<file path="src/rtl/sw_setctl_if.sv">
// Switch-side bundle for sw_setctl: raw switches in, clean control levels and pulses out.
interface sw_setctl_if;
    logic [3:0] SW;
    logic [3:0] sw_db;
    logic       run;
    logic       inc_sec;
    logic       inc_min;
    logic       clr;

    modport master (
        output SW,
        input  sw_db, run, inc_sec, inc_min, clr
    );

    modport slave (
        input  SW,
        output sw_db, run, inc_sec, inc_min, clr
    );
endinterface

</file>
<file path="src/rtl/sw_setctl.sv">
// Switch input controller: 2-flop sync, per-bit debounce, run/clear control and
// auto-repeating increment pulses for the seconds and minutes counters.
module sw_setctl #(
    parameter int unsigned DEB_CYCLES = 500000,
    parameter int unsigned REP_DELAY  = 25000000,
    parameter int unsigned REP_PERIOD = 10000000
) (
    input logic        CLK,
    input logic        RST,
    sw_setctl_if.slave bus
);

    localparam int unsigned DebW   = $clog2(DEB_CYCLES);
    localparam int unsigned RepMax = (REP_DELAY > REP_PERIOD) ? REP_DELAY : REP_PERIOD;
    localparam int unsigned TmrW   = $clog2(RepMax);

    localparam logic [DebW-1:0] DebLast  = DebW'(DEB_CYCLES - 1);
    localparam logic [TmrW-1:0] DelayLd  = TmrW'(REP_DELAY - 1);
    localparam logic [TmrW-1:0] PeriodLd = TmrW'(REP_PERIOD - 1);

    typedef enum logic [1:0] {StIdle, StDelay, StRepeat} rep_state_e;

    logic [3:0]      r_sync1, r_sync2;
    logic [3:0]      r_sw_db, r_sw_db_d;
    logic [3:0]      w_sw_db_next;
    logic [DebW-1:0] r_cnt [4];
    logic [DebW-1:0] w_cnt_d [4];
    logic [3:0]      w_rise;
    logic            r_run, w_run_d;
    logic            r_clr;

    rep_state_e      r_state [2];
    rep_state_e      w_state_d [2];
    logic [TmrW-1:0] r_tmr [2];
    logic [TmrW-1:0] w_tmr_d [2];
    logic [1:0]      r_inc, w_inc_d;

    // Debounce: count consecutive clocks of disagreement, adopt the new level at the limit.
    always_comb begin
        w_sw_db_next = r_sw_db;
        for (int b = 0; b < 4; b++) begin
            w_cnt_d[b] = '0;
            if (r_sync2[b] != r_sw_db[b]) begin
                if (r_cnt[b] == DebLast) begin
                    w_sw_db_next[b] = r_sync2[b];
                end else begin
                    w_cnt_d[b] = r_cnt[b] + 1'b1;
                end
            end
        end
    end

    assign w_rise = r_sw_db & ~r_sw_db_d;

    always_comb begin
        w_run_d = r_run;
        if (w_rise[3]) begin
            w_run_d = 1'b0;
        end else if (w_rise[0]) begin
            w_run_d = ~r_run;
        end
    end

    // Increment channels; channel c serves switch bit c+1.
    always_comb begin
        for (int c = 0; c < 2; c++) begin
            w_state_d[c] = r_state[c];
            w_tmr_d[c]   = r_tmr[c];
            w_inc_d[c]   = 1'b0;
            if (!r_sw_db[c+1] || r_run || w_run_d || w_rise[3]) begin
                w_state_d[c] = StIdle;
            end else begin
                case (r_state[c])
                    StIdle: begin
                        if (w_rise[c+1]) begin
                            w_inc_d[c]   = 1'b1;
                            w_tmr_d[c]   = DelayLd;
                            w_state_d[c] = StDelay;
                        end
                    end
                    StDelay, StRepeat: begin
                        if (r_tmr[c] == '0) begin
                            w_inc_d[c]   = 1'b1;
                            w_tmr_d[c]   = PeriodLd;
                            w_state_d[c] = StRepeat;
                        end else begin
                            w_tmr_d[c] = r_tmr[c] - 1'b1;
                        end
                    end
                    default: w_state_d[c] = StIdle;
                endcase
            end
        end
    end

    always_ff @(posedge CLK or negedge RST) begin
        if (!RST) begin
            r_sync1   <= '0;
            r_sync2   <= '0;
            r_sw_db   <= '0;
            r_sw_db_d <= '0;
            r_run     <= 1'b0;
            r_clr     <= 1'b0;
            r_inc     <= '0;
            for (int b = 0; b < 4; b++) begin
                r_cnt[b] <= '0;
            end
            for (int c = 0; c < 2; c++) begin
                r_state[c] <= StIdle;
                r_tmr[c]   <= '0;
            end
        end else begin
            r_sync1   <= bus.SW;
            r_sync2   <= r_sync1;
            r_sw_db   <= w_sw_db_next;
            r_sw_db_d <= r_sw_db;
            r_run     <= w_run_d;
            r_clr     <= w_rise[3];
            r_inc     <= w_inc_d;
            for (int b = 0; b < 4; b++) begin
                r_cnt[b] <= w_cnt_d[b];
            end
            for (int c = 0; c < 2; c++) begin
                r_state[c] <= w_state_d[c];
                r_tmr[c]   <= w_tmr_d[c];
            end
        end
    end

    assign bus.sw_db   = r_sw_db;
    assign bus.run     = r_run;
    assign bus.inc_sec = r_inc[0];
    assign bus.inc_min = r_inc[1];
    assign bus.clr     = r_clr;

endmodule

</file>
<file path="src/flat_wrapper.sv">
// flat-port wrapper written by rule: the top's interface ports become plain ports
module sw_setctl_flat 
#(
    parameter int unsigned DEB_CYCLES = 500000,
    parameter int unsigned REP_DELAY  = 25000000,
    parameter int unsigned REP_PERIOD = 10000000
)
  (CLK, RST, bus_SW, bus_sw_db, bus_run, bus_inc_sec, bus_inc_min, bus_clr);
  sw_setctl_if bus_i ();
  input logic CLK;
  input logic RST;
  input wire logic [$bits(bus_i.SW)-1:0] bus_SW;
  output wire logic [$bits(bus_i.sw_db)-1:0] bus_sw_db;
  output wire logic [$bits(bus_i.run)-1:0] bus_run;
  output wire logic [$bits(bus_i.inc_sec)-1:0] bus_inc_sec;
  output wire logic [$bits(bus_i.inc_min)-1:0] bus_inc_min;
  output wire logic [$bits(bus_i.clr)-1:0] bus_clr;
  assign bus_i.SW = bus_SW;
  assign bus_sw_db = bus_i.sw_db;
  assign bus_run = bus_i.run;
  assign bus_inc_sec = bus_i.inc_sec;
  assign bus_inc_min = bus_i.inc_min;
  assign bus_clr = bus_i.clr;
  sw_setctl #(.DEB_CYCLES(DEB_CYCLES), .REP_DELAY(REP_DELAY), .REP_PERIOD(REP_PERIOD)) u_core (.CLK(CLK), .RST(RST), .bus(bus_i));
endmodule
</file>
<file path="config.mk">
export PLATFORM = sky130hd
export DESIGN_NAME = sw_setctl_flat
export DESIGN_NICKNAME = d
export VERILOG_FILES = /design/src/rtl/sw_setctl_if.sv /design/src/rtl/sw_setctl.sv /design/src/flat_wrapper.sv
export SDC_FILE = /design/constraint.sdc
export NUM_CORES = 1
export LEC_CHECK = 0
export BUFFER_PORTS_ARGS = -buffer_cell sky130_fd_sc_hd__buf_2
export CORE_UTILIZATION = 40
export DETAILED_ROUTE_END_ITERATION = 16
export SYNTH_ARGS = -nofsm -noshare
export SYNTH_HDL_FRONTEND = slang
export SYNTH_SLANG_ARGS = --single-unit
</file>
<file path="constraint.sdc">
create_clock -name CLK -period 6.3 [get_ports CLK]
set_input_delay 0.315 -clock CLK [delete_from_list [all_inputs] [get_ports CLK]]
set_output_delay 0.315 -clock CLK [all_outputs]
set_load 0.01 [all_outputs]
</file>
==> impl_metrics.json, run 1 <==
{
  "outcome": "finished, final reports clean",
  "syn-instance-count": 762,
  "via_count": 5728,
  "r2r_cells": 7,
  "maxCapViolCount": 0,
  "hp-start": "bus_SW[1]",
  "remaining_drc_errors": 0,
  "fmax_mhz": 342.9,
  "portBuffers": 13,
  "yosysMostFrequentCell": "dfrtp_1",
  "antenna_found_initial": 0,
  "tightest_slew_ns": 0.8617,
  "setup_slack_ns": 3.384,
  "yosysTopAreaCellShare": 0.5080,
  "root_buffer": "clkbuf_16",
  "ys_async_sr_fraction": 1.000,
  "synth_edf_count": 0,
  "ir_worst_vdd_mv": 0.2976,
  "total_power_mw": 2.067,
  "tns_ns": 0,
  "place_congestion": 0.8362,
  "drt-total-wl_mm": 15.58,
  "holdCritPathClass": "in2reg",
  "initial_utilization": 0.4099,
  "clockBufferDepth": 2,
  "finalNetCount": 795,
  "setup_violations": 0,
  "max_slew_margin": 0.4255,
  "firstDrtPassIters": 5,
  "synth_area_leaders": "dfrtp_1, nor2_1, xor2_1",
  "ff2ff_setup_slack_ns": 3.38,
  "reg2reg_to": "u_core.r_tmr[38]$_DFFE_PN0P_",
  "yosysUniqueCellTypes": 57,
  "power_density_nw_per_um2": 248.2,
  "drive_above_1_share": 0.09091,
  "fillers": 1709,
  "grt_pass1_wl_mm": 26.82,
  "die_area_um2": 19020,
  "grt_overflow": 0,
  "cts_resized": 0,
  "routedWlPerCell_um": 15.26,
  "cts_tree": "built",
  "ant_nets": 0,
  "grt_max_degree": 82,
  "finalCritPeriodShare": 0.4628,
  "numClockSinks": 150,
  "num_rows": 49,
  "dp_hpwl_mm": 10.17,
  "min_path_cells": 1,
  "synth_top_area_cell": "dfrtp_1",
  "arrival_ns": 3.22,
  "grt_pass1_vias": 5640,
  "ff_latch_area_um2": 3754,
  "via_per_inst": 5.610,
  "die_w_um": 137.9,
  "drt-initial-drc-count": 488,
  "syn_area_um2": 7388,
  "die_h_um": 137.9,
  "end_kind": "flip-flop",
  "holdWs_ns": 0.02819,
  "cts_buffers": 17,
  "pre_cts_ws_ns": 3.365,
  "pin_count": 14,
  "slew_viol_final": 0,
  "cts_max_level": 4,
  "reg2reg_from": "u_core.r_tmr[25]$_DFFE_PN0P_",
  "antennaDiodeCount": 0,
  "synth.net_count": 778,
  "grt_usage": 0.1800,
  "avgSynthCellArea_um2": 9.696,
  "cp.required_ns": 6.61,
  "clock_latency_ns": 0.42,
  "core_area_um2": 18020,
  "whs_endpoint": "u_core.r_sync1[1]$_DFF_PN0_",
  "ys_seq_area_frac": 0.5080,
  "multi_input_area_um2": 3446,
  "critPathLaunchType": "flip-flop",
  "ys_ff_latch": 150,
  "netlist_top_cells_count": "dfrtp_1, nor2_1, nand2_1",
  "finalClockSkew_ns": 0.01227,
  "hold_violations": 0,
  "synth_top_flop_cell": "dfrtp_1",
  "rsz0062_at_grt": "false",
  "synth_warnings": 0,
  "leakage_nw": 3.619,
  "fin_crit_ns": 2.916,
  "area_delta_synth_final_pct": 12.70,
  "path_clk_slew_ns": 0.06,
  "path_max_fanout": 8,
  "crit_type": "reg2reg"
}
-- worst max path at each step --
| stage | start | to | slack (ns) | cells past startpoint |
|---|---|---|---|---|
| 5_1_grt | u_core.r_tmr[25]$_DFFE_PN0P_ | u_core.r_tmr[36]$_DFFE_PN0P_ | 3.04 | 7 |
| 3_3_place_gp | u_core.r_tmr[0]$_DFFE_PN0P_ | u_core.r_tmr[11]$_DFFE_PN0P_ | 3.53 | 7 |
| 3_5_place_dp | u_core.r_tmr[25]$_DFFE_PN0P_ | u_core.r_tmr[38]$_DFFE_PN0P_ | 3.37 | 7 |
| 2_1_floorplan | u_core.r_tmr[0]$_DFFE_PN0P_ | u_core.r_tmr[16]$_DFFE_PN0P_ | 3.77 | 7 |
| 6_report | u_core.r_tmr[25]$_DFFE_PN0P_ | u_core.r_tmr[38]$_DFFE_PN0P_ | 3.38 | 7 |
| 4_1_cts | u_core.r_tmr[25]$_DFFE_PN0P_ | u_core.r_tmr[38]$_DFFE_PN0P_ | 3.35 | 7 |
-- kinds of logic (layout without fill, tap and decap cells) --
kind of cell,Yosys count,in the layout,synth area share
buffers and inverters,47,77,0.02693
xor gates and xnor gates,73,73,0.08654
adders and majority gates,10,10,0.01693
DFF,150,150,0.5080
AOI/OAI and AO/OA,115,115,0.1047
muxes,4,4,0.006096
and+or+nand+nor,363,363,0.2508
-- what timing repair did --
action,in CTS,in global routing
setup buffers,0,0
hold buffers,4,0
hold endpoints to repair,56,0
-- cells in the final DEF (no fill, tap or decap), drive strengths merged, types with 6 or more instances in the layout --
cell / synthesis / final
buf: 2 / 17
xor2: 44 / 44
or4: 13 / 13
nor4: 22 / 22
o21ai: 26 / 26
nor2: 121 / 121
clkbuf: 21 / 20
and3: 6 / 6
o21a: 9 / 9
nand3: 33 / 33
nor3: 39 / 39
a31oi: 8 / 8
a21oi: 24 / 24
o22a: 9 / 9
or2: 7 / 7
o31ai: 8 / 8
or3: 8 / 8
nand4: 27 / 27
inv: 24 / 24
xnor2: 29 / 29
dfrtp: 150 / 150
nand2: 54 / 54
a22o: 12 / 12
nand4b: 6 / 6
ha: 10 / 10
-- power by group --
group	total, mW	switching [mW]	internal, mW
clock network	1.04	0.400	0.642
logic	0.0443	0.0331	0.0113
registers	0.980	0.00760	0.972
total	2.07	0.440	1.63
-- per-layer routing --
metal | wire (µm) | global-route usage | part of all wire
met5 | 0 | 0 | 0
met4 | 208 | 0.06220 | 0.013
met3 | 606 | 0.04349 | 0.039
met2 | 7543 | 0.2969 | 0.48
met1 | 7224 | 0.2302 | 0.46
-- through the flow --
step	instance area, µm²	instances	util
floorplan	7388	762	-
global placement	7677	985	0.4259
detailed placement	7677	985	0.4259
CTS	8327	1021	0.4620
global route	8327	1021	0.4620
finish	8327	1021	0.4620
-- worst max-delay path, stage by stage (launching register included) --
cell	delay, ns
dfrtp_1	0.39
inv_1	0.09
ha_1	0.19
nor3b_1	0.62
nand4_1	0.45
nor3_2	0.65
o21ai_0	0.20
a22o_1	0.21
-- sequential cells by signal (all words and copies together) (netlist names) --
| signal | flops |
|---|---|
| u_core.r_sw_db_d | 4 |
| u_core.r_sync2 | 4 |
| u_core.r_inc | 2 |
| u_core.r_sync1 | 4 |
| u_core.r_cnt | 76 |
| u_core.bus.sw_db | 4 |
| u_core.r_state | 4 |
| u_core.bus.run | 1 |
| u_core.r_tmr | 50 |
| u_core.bus.clr | 1 |
-- layout make-up --
type                            count  area share
Clock buffer                       20     0.05485
Clock inverter                     12     0.01833
Inverter                           24     0.01082
Multi-Input combinational cell    565      0.4138
Sequential cell                   150      0.4508
Tap cell                          229     0.03441
Timing Repair Buffer               21     0.01698
Note: power is estimated with default switching activity, not from simulation.
==> inputs of run 2 (changes only) <==
--- a/config.mk
+++ b/config.mk
@@ -5,6 +5,7 @@
 export SDC_FILE = /design/constraint.sdc
 export NUM_CORES = 1
 export LEC_CHECK = 0
+export ABC_AREA = 1
 export BUFFER_PORTS_ARGS = -buffer_cell sky130_fd_sc_hd__buf_2
 export CORE_UTILIZATION = 40
 export DETAILED_ROUTE_END_ITERATION = 16
==> constraint.sdc (replaced) <==
create_clock -name CLK -period 2.85 [get_ports CLK]
set_input_delay 0.1425 -clock CLK [delete_from_list [all_inputs] [get_ports CLK]]
set_output_delay 0.1425 -clock CLK [all_outputs]
set_load 0.01 [all_outputs]
==> impl_metrics.json, run 2 <==
{
  "power_density_nw_per_um2": 467.4,
  "crit_type": "reg2reg",
  "yosysTopAreaCellShare": 0.4335,
  "routedWlPerCell_um": 13.17,
  "grt_overflow": 0,
  "end_kind": "flip-flop",
  "tns_ns": 0,
  "path_max_fanout": 33,
  "dr_wl_met2_mm": 9.269,
  "syn_area_um2": 8658,
  "holdWs_ns": 0.2528,
  "initial_utilization": 0.4093,
  "crit_path_start": "u_core.bus.sw_db[3]$_DFFE_PN0P_",
  "avgSynthCellArea_um2": 7.114,
  "ant_nets": 0,
  "firstDrtPassIters": 4,
  "hold_violations": 0,
  "yosysUniqueCellTypes": 35,
  "clock_latency_ns": 0.43,
  "grt_pass1_wl_mm": 34.99,
  "layout_common_cells": "nand2_1, nor2_1, inv_1",
  "antennaDiodeCount": 0,
  "slew_viol_final": 0,
  "reg_top3": "u_core.r_cnt x76, u_core.r_tmr x50",
  "critPathLaunchType": "flip-flop",
  "cp.depth": 9,
  "setup_violations": 0,
  "drt-total-wl_mm": 20.22,
  "reg2reg_from": "u_core.bus.sw_db[3]$_DFFE_PN0P_",
  "tightest_slew_ns": 0.6338,
  "synth_warnings": 0,
  "numClockSinks": 150,
  "drive_above_1_share": 0.06032,
  "endpoint": "u_core.r_tmr[9]$_DFFE_PN0P_",
  "wl_met1_mm": 9.902,
  "area_delta_synth_final_pct": 11.58,
  "pin_count": 14,
  "crit_chain": "nand2_1 -> nand2_1 -> nor2_4 -> nand2_4 -> nor2_8 -> nand2_1 -> inv_1 -> o21ai_0 -> nand2_1",
  "finalClockSkew_ns": 0.009240,
  "total_power_mw": 4.515,
  "fin_crit_ns": 1.984,
  "ff2ff_setup_slack_ns": 0.87,
  "fillers": 2123,
  "drt-initial-drc-count": 534,
  "critPathBufInv": 1,
  "via_count": 7586,
  "cpLargestDelayFamily": "simple AND/OR/NAND/NOR gates",
  "arrival_ns": 2.35,
  "remaining_drc_errors": 0,
  "cp.required_ns": 3.21,
  "synth_top_flop_cell": "dfrtp_1",
  "finalNetCount": 1263,
  "die_h_um": 149.1,
  "place_congestion": 0.9464,
  "cts_tree": "built",
  "holdCritPathClass": "in2async",
  "finalCritPeriodShare": 0.6961,
  "cpPeakStageDelay_ns": 0.43,
  "fmax_mhz": 504.1,
  "synth_area_leaders": "dfrtp_1, nand2_1, nor2_1",
  "via_per_inst": 4.942,
  "path_clk_slew_ns": 0.06,
  "cts_max_level": 4,
  "ys_async_sr_fraction": 1.000,
  "r2r_cells": 9,
  "portBuffers": 13,
  "cts_buffers": 17,
  "synth_edf_count": 0,
  "die_area_um2": 22240,
  "top_layer_used": "met4",
  "maxCapViolCount": 0,
  "outcome": "finished, final reports clean",
  "cts_resized": 0,
  "ir_worst_vdd_mv": 0.4184,
  "syn-instance-count": 1217,
  "num_rows": 53,
  "dp_hpwl_mm": 15.04,
  "grt_max_degree": 63,
  "grt_usage": 0.1966,
  "die_w_um": 149.1,
  "netlist_top_cells_count": "nand2_1, nor2_1, inv_1",
  "synth_top_area_cell": "dfrtp_1",
  "largest_register_ff_count": 76,
  "max_slew_margin": 0.5764,
  "root_buffer": "clkbuf_16",
  "antenna_found_initial": 0,
  "core_area_um2": 21150,
  "reg2reg_to": "u_core.r_tmr[9]$_DFFE_PN0P_",
  "yosysMostFrequentCell": "nand2_1",
  "clockBufferDepth": 2,
  "synth.net_count": 1233,
  "ys_ff_latch": 150,
  "grt_pass1_vias": 7479,
  "cpMostUsedCell": "nand2_1",
  "ys_seq_area_frac": 0.4335,
  "final_common_cell": "nand2_1",
  "cp_slowest_cell": "dfrtp_1",
  "leakage_nw": 4.673,
  "top_register": "u_core.r_cnt",
  "route.met3.wl_um": 741,
  "rsz0062_at_grt": "false"
}
[run 2: worst min path at each step]
| stage | end | slack, ns | start |
|---|---|---|---|
| floorplan | u_core.bus.clr$_DFF_PN0_ | -0.15 | RST |
| global placement | u_core.r_cnt[29]$_DFF_PN0_ | 0.15 | RST |
| detailed placement | u_core.r_cnt[29]$_DFF_PN0_ | 0.16 | RST |
| CTS | u_core.r_cnt[29]$_DFF_PN0_ | 0.28 | RST |
| global route | u_core.r_cnt[29]$_DFF_PN0_ | 0.31 | RST |
| finish | u_core.r_cnt[29]$_DFF_PN0_ | 0.25 | RST |
[run 2: where the power goes]
group / switching (mW) / leakage, nW / total (mW) / internal [mW]
combinational: 0.0813 / 2.33 / 0.109 / 0.0281
sequential: 0.0144 / 2.07 / 2.16 / 2.15
clock: 0.970 / 0.273 / 2.24 / 1.27
[run 2: stage by stage]
stage / utilization / setup WS [ns] / instance area, µm² / cells
floorplan: - / 1.232 / 8658 / 1217
global placement: 0.4266 / 0.9293 / 9024 / 1498
detailed placement: 0.4266 / 0.8952 / 9024 / 1498
CTS: 0.4567 / 0.8775 / 9661 / 1535
global route: 0.4567 / 0.6047 / 9661 / 1535
finish: 0.4567 / 0.8661 / 9661 / 1535
[run 2: timing repair]
item | 4_1_cts | 5_1_grt
hold endpoints to repair | 62 | 0
hold buffers | 5 | 0
setup buffers | 0 | 0
[run 2: final cells by class]
class                   count  area, µm²  share of cell area
inverters                 176      660.6             0.06838
flip-flops and latches    150       3754              0.3886
repair buffers             22      151.4             0.01567
clock inverters            13      133.9             0.01386
multi-input cells         880       4164              0.4310
clock buffers              19      452.9             0.04689
well taps                 275      344.1             0.03562
[run 2: cell families (layout without fill, tap and decap cells)]
kind of cell,Yosys count,count (layout),synth area share
AO/OA/AOI/OAI,74,74,0.04668
adder cells (fa/ha/maj),10,10,0.01445
flip-flops,150,150,0.4335
XOR/XNOR,41,41,0.04147
AND/OR/NAND/NOR,755,755,0.3783
buffers and inverters,187,230,0.08555
[run 2: per-layer routing]
metal | vias to the layer above | track usage
met5 | - | 0
li1 | 3926 | -
met2 | 136 | 0.3191
met3 | 22 | 0.03823
met4 | 0 | 0.06276
met1 | 3502 | 0.2636
[run 2: worst register-to-register path: cells and delay by family, from the launching register on]
family	cells	cell delay (ns)
simple gates	7	1.26
compound gates	1	0.09
buf+inv	1	0.14
flops	1	0.43
==> inputs of run 3 (changes only) <==
==> constraint.sdc (replaced) <==
create_clock -name CLK -period 2 [get_ports CLK]
set_input_delay 0.1 -clock CLK [delete_from_list [all_inputs] [get_ports CLK]]
set_output_delay 0.1 -clock CLK [all_outputs]
set_load 0.01 [all_outputs]
==> impl_metrics.json, run 3 (synthesis results as in run 2) <==
{
  "fin_crit_ns": 1.792,
  "routedWlPerCell_um": 13.01,
  "clockBufferDepth": 2,
  "cts_setup_buffers": 0,
  "seqPwrFrac": 0.491,
  "utilization": 0.4610,
  "crit_type": "reg2reg",
  "cpMostUsedCell": "nand2_1",
  "end_kind": "flip-flop",
  "drive_above_1_share": 0.06688,
  "initial_utilization": 0.4093,
  "grt_usage": 0.1954,
  "place_congestion": 0.9155,
  "final_common_cell": "nand2_1",
  "die_area_um2": 22240,
  "grt_pass1_vias": 7245,
  "path_clk_slew_ns": 0.06,
  "top_layer_used": "met4",
  "critPathLaunchType": "flip-flop",
  "outcome": "finished, final reports clean",
  "remaining_drc_errors": 0,
  "dp_hpwl_mm": 14.87,
  "layout_common_cells": "nand2_1, nor2_1, inv_1",
  "cpLargestDelayFamily": "simple AND/OR/NAND/NOR gates",
  "firstDrtPassIters": 5,
  "dp_cells": 1509,
  "pin_count": 14,
  "hold_violations": 0,
  "ff2ff_setup_slack_ns": 0.21,
  "leakage_nw": 4.723,
  "root_buffer": "clkbuf_16",
  "fillers": 2161,
  "drt-initial-drc-count": 496,
  "grt_pass1_wl_mm": 34.87,
  "holdWs_ns": 0.1753,
  "power_frac_comb": 0.026,
  "reg_top3": "u_core.r_cnt x76, u_core.r_tmr x50",
  "top_register": "u_core.r_cnt",
  "tightest_slew_ns": 0.5433,
  "pre_cts_ws_ns": 0.1176,
  "crit_chain": "inv_1 -> ha_1 -> nand2_1 -> nor2_2 -> nand2_1 -> nor2_1 -> nand2_1 -> nand2_1 -> nand2_4 -> inv_1 -> nor2_1",
  "maxCapViolCount": 0,
  "cts_buffers": 17,
  "ant_nets": 0,
  "via_count": 7625,
  "num_rows": 53,
  "holdCritPathClass": "in2async",
  "cts_tree": "built",
  "endpoint": "u_core.r_tmr[17]$_DFFE_PN0P_",
  "wl_met1_mm": 9.718,
  "die_w_um": 149.1,
  "rsz0062_at_grt": "false",
  "finalNetCount": 1274,
  "stdcell_area_um2": 9752,
  "stdcell_count": 1546,
  "placed_cell_area_um2": 9144,
  "largest_register_ff_count": 76,
  "p_sw_frac": 0.2271,
  "cp.required_ns": 2.31,
  "core_area_um2": 21150,
  "slew_viol_final": 0,
  "antenna_found_initial": 0,
  "path_max_fanout": 10,
  "total_power_mw": 6.277,
  "arrival_ns": 2.10,
  "fmax_mhz": 557.9,
  "dr_wl_met2_mm": 9.449,
  "numClockSinks": 150,
  "route.met3.wl_um": 736,
  "area_delta_synth_final_pct": 12.63,
  "finalClockSkew_ns": 0.01059,
  "antennaDiodeCount": 0,
  "critPathBufInv": 2,
  "grt_overflow": 0,
  "clock_latency_ns": 0.42,
  "r2r_cells": 11,
  "power_density_nw_per_um2": 643.7,
  "setup_violations": 0,
  "grt_max_degree": 55,
  "die_h_um": 149.1,
  "reg2reg_from": "u_core.r_tmr[0]$_DFFE_PN0P_",
  "via_per_inst": 4.932,
  "portBuffers": 13,
  "cp.depth": 11,
  "tns_ns": 0,
  "drt-total-wl_mm": 20.11,
  "cpPeakStageDelay_ns": 0.42,
  "crit_path_start": "u_core.r_tmr[0]$_DFFE_PN0P_",
  "power_switching_mw": 1.426,
  "reg2reg_to": "u_core.r_tmr[17]$_DFFE_PN0P_",
  "internal_power_mw": 4.851,
  "finalCritPeriodShare": 0.8962,
  "ir_worst_vdd_mv": 0.4181,
  "cp_slowest_cell": "dfrtp_1",
  "max_slew_margin": 0.6350,
  "cts_max_level": 4,
  "setup_slack_ns": 0.2076,
  "pwr-share-clk": 0.483
}
-- run 3: cell count changes in the layout (fill, tap and decap cells not counted) --
| cell | previous run | this run |
|---|---|---|
| buf_12 | 0 | 3 |
| buf_4 | 4 | 12 |
| clkbuf_1 | 0 | 3 |
| clkbuf_8 | 2 | 1 |
| clkinv_2 | 0 | 3 |
| inv_6 | 5 | 2 |
| inv_8 | 2 | 0 |
| nand2_2 | 5 | 4 |
| nand2_4 | 1 | 2 |
| nor2_1 | 228 | 227 |
| nor2_2 | 6 | 7 |
-- run 3: worst min-delay path by stage --
stage,slack [ns],from,to
floorplan,-0.20,RST,u_core.bus.clr$_DFF_PN0_
global route,0.21,RST,u_core.r_cnt[37]$_DFF_PN0_
CTS,0.19,RST,u_core.r_cnt[30]$_DFF_PN0_
global placement,0.07,RST,u_core.r_cnt[29]$_DFF_PN0_
detailed placement,0.07,RST,u_core.r_cnt[30]$_DFF_PN0_
finish,0.18,RST,u_core.r_cnt[37]$_DFF_PN0_
-- run 3: repair_timing --
action                                  in CTS  in global routing
endpoints found under the hold margin       48                  0
gates resized for setup                      0                  2
endpoints found under the setup margin       0                  6
hold buffers                                 5                  0
-- run 3: final cells by class --
type | instances | area, µm² | share of cell area
Tap cell | 275 | 344.1 | 0.03528
Sequential cell | 150 | 3754 | 0.3849
Clock inverter | 11 | 100.1 | 0.01026
Clock buffer | 21 | 450.4 | 0.04619
Timing Repair Buffer | 33 | 271.5 | 0.02784
Multi-Input combinational cell | 880 | 4172 | 0.4278
Inverter | 176 | 660.6 | 0.06774
-- run 3: layer usage --
layer,up-vias,global-route usage
met4,0,0.05612
met5,-,0
met2,144,0.3151
li1,3946,-
met3,16,0.03609
met1,3519,0.2672
-- run 3: power groups by stage --
stage          sequential [mW]  clock (mW)  combinational (mW)
2_1_floorplan             3.13           0              0.0626
3_3_place_gp              3.14           0               0.163
3_5_place_dp              3.14           0               0.164
4_1_cts                   3.08        3.12               0.171
5_1_grt                   3.08        3.26               0.194
6_report                  3.08        3.03               0.162
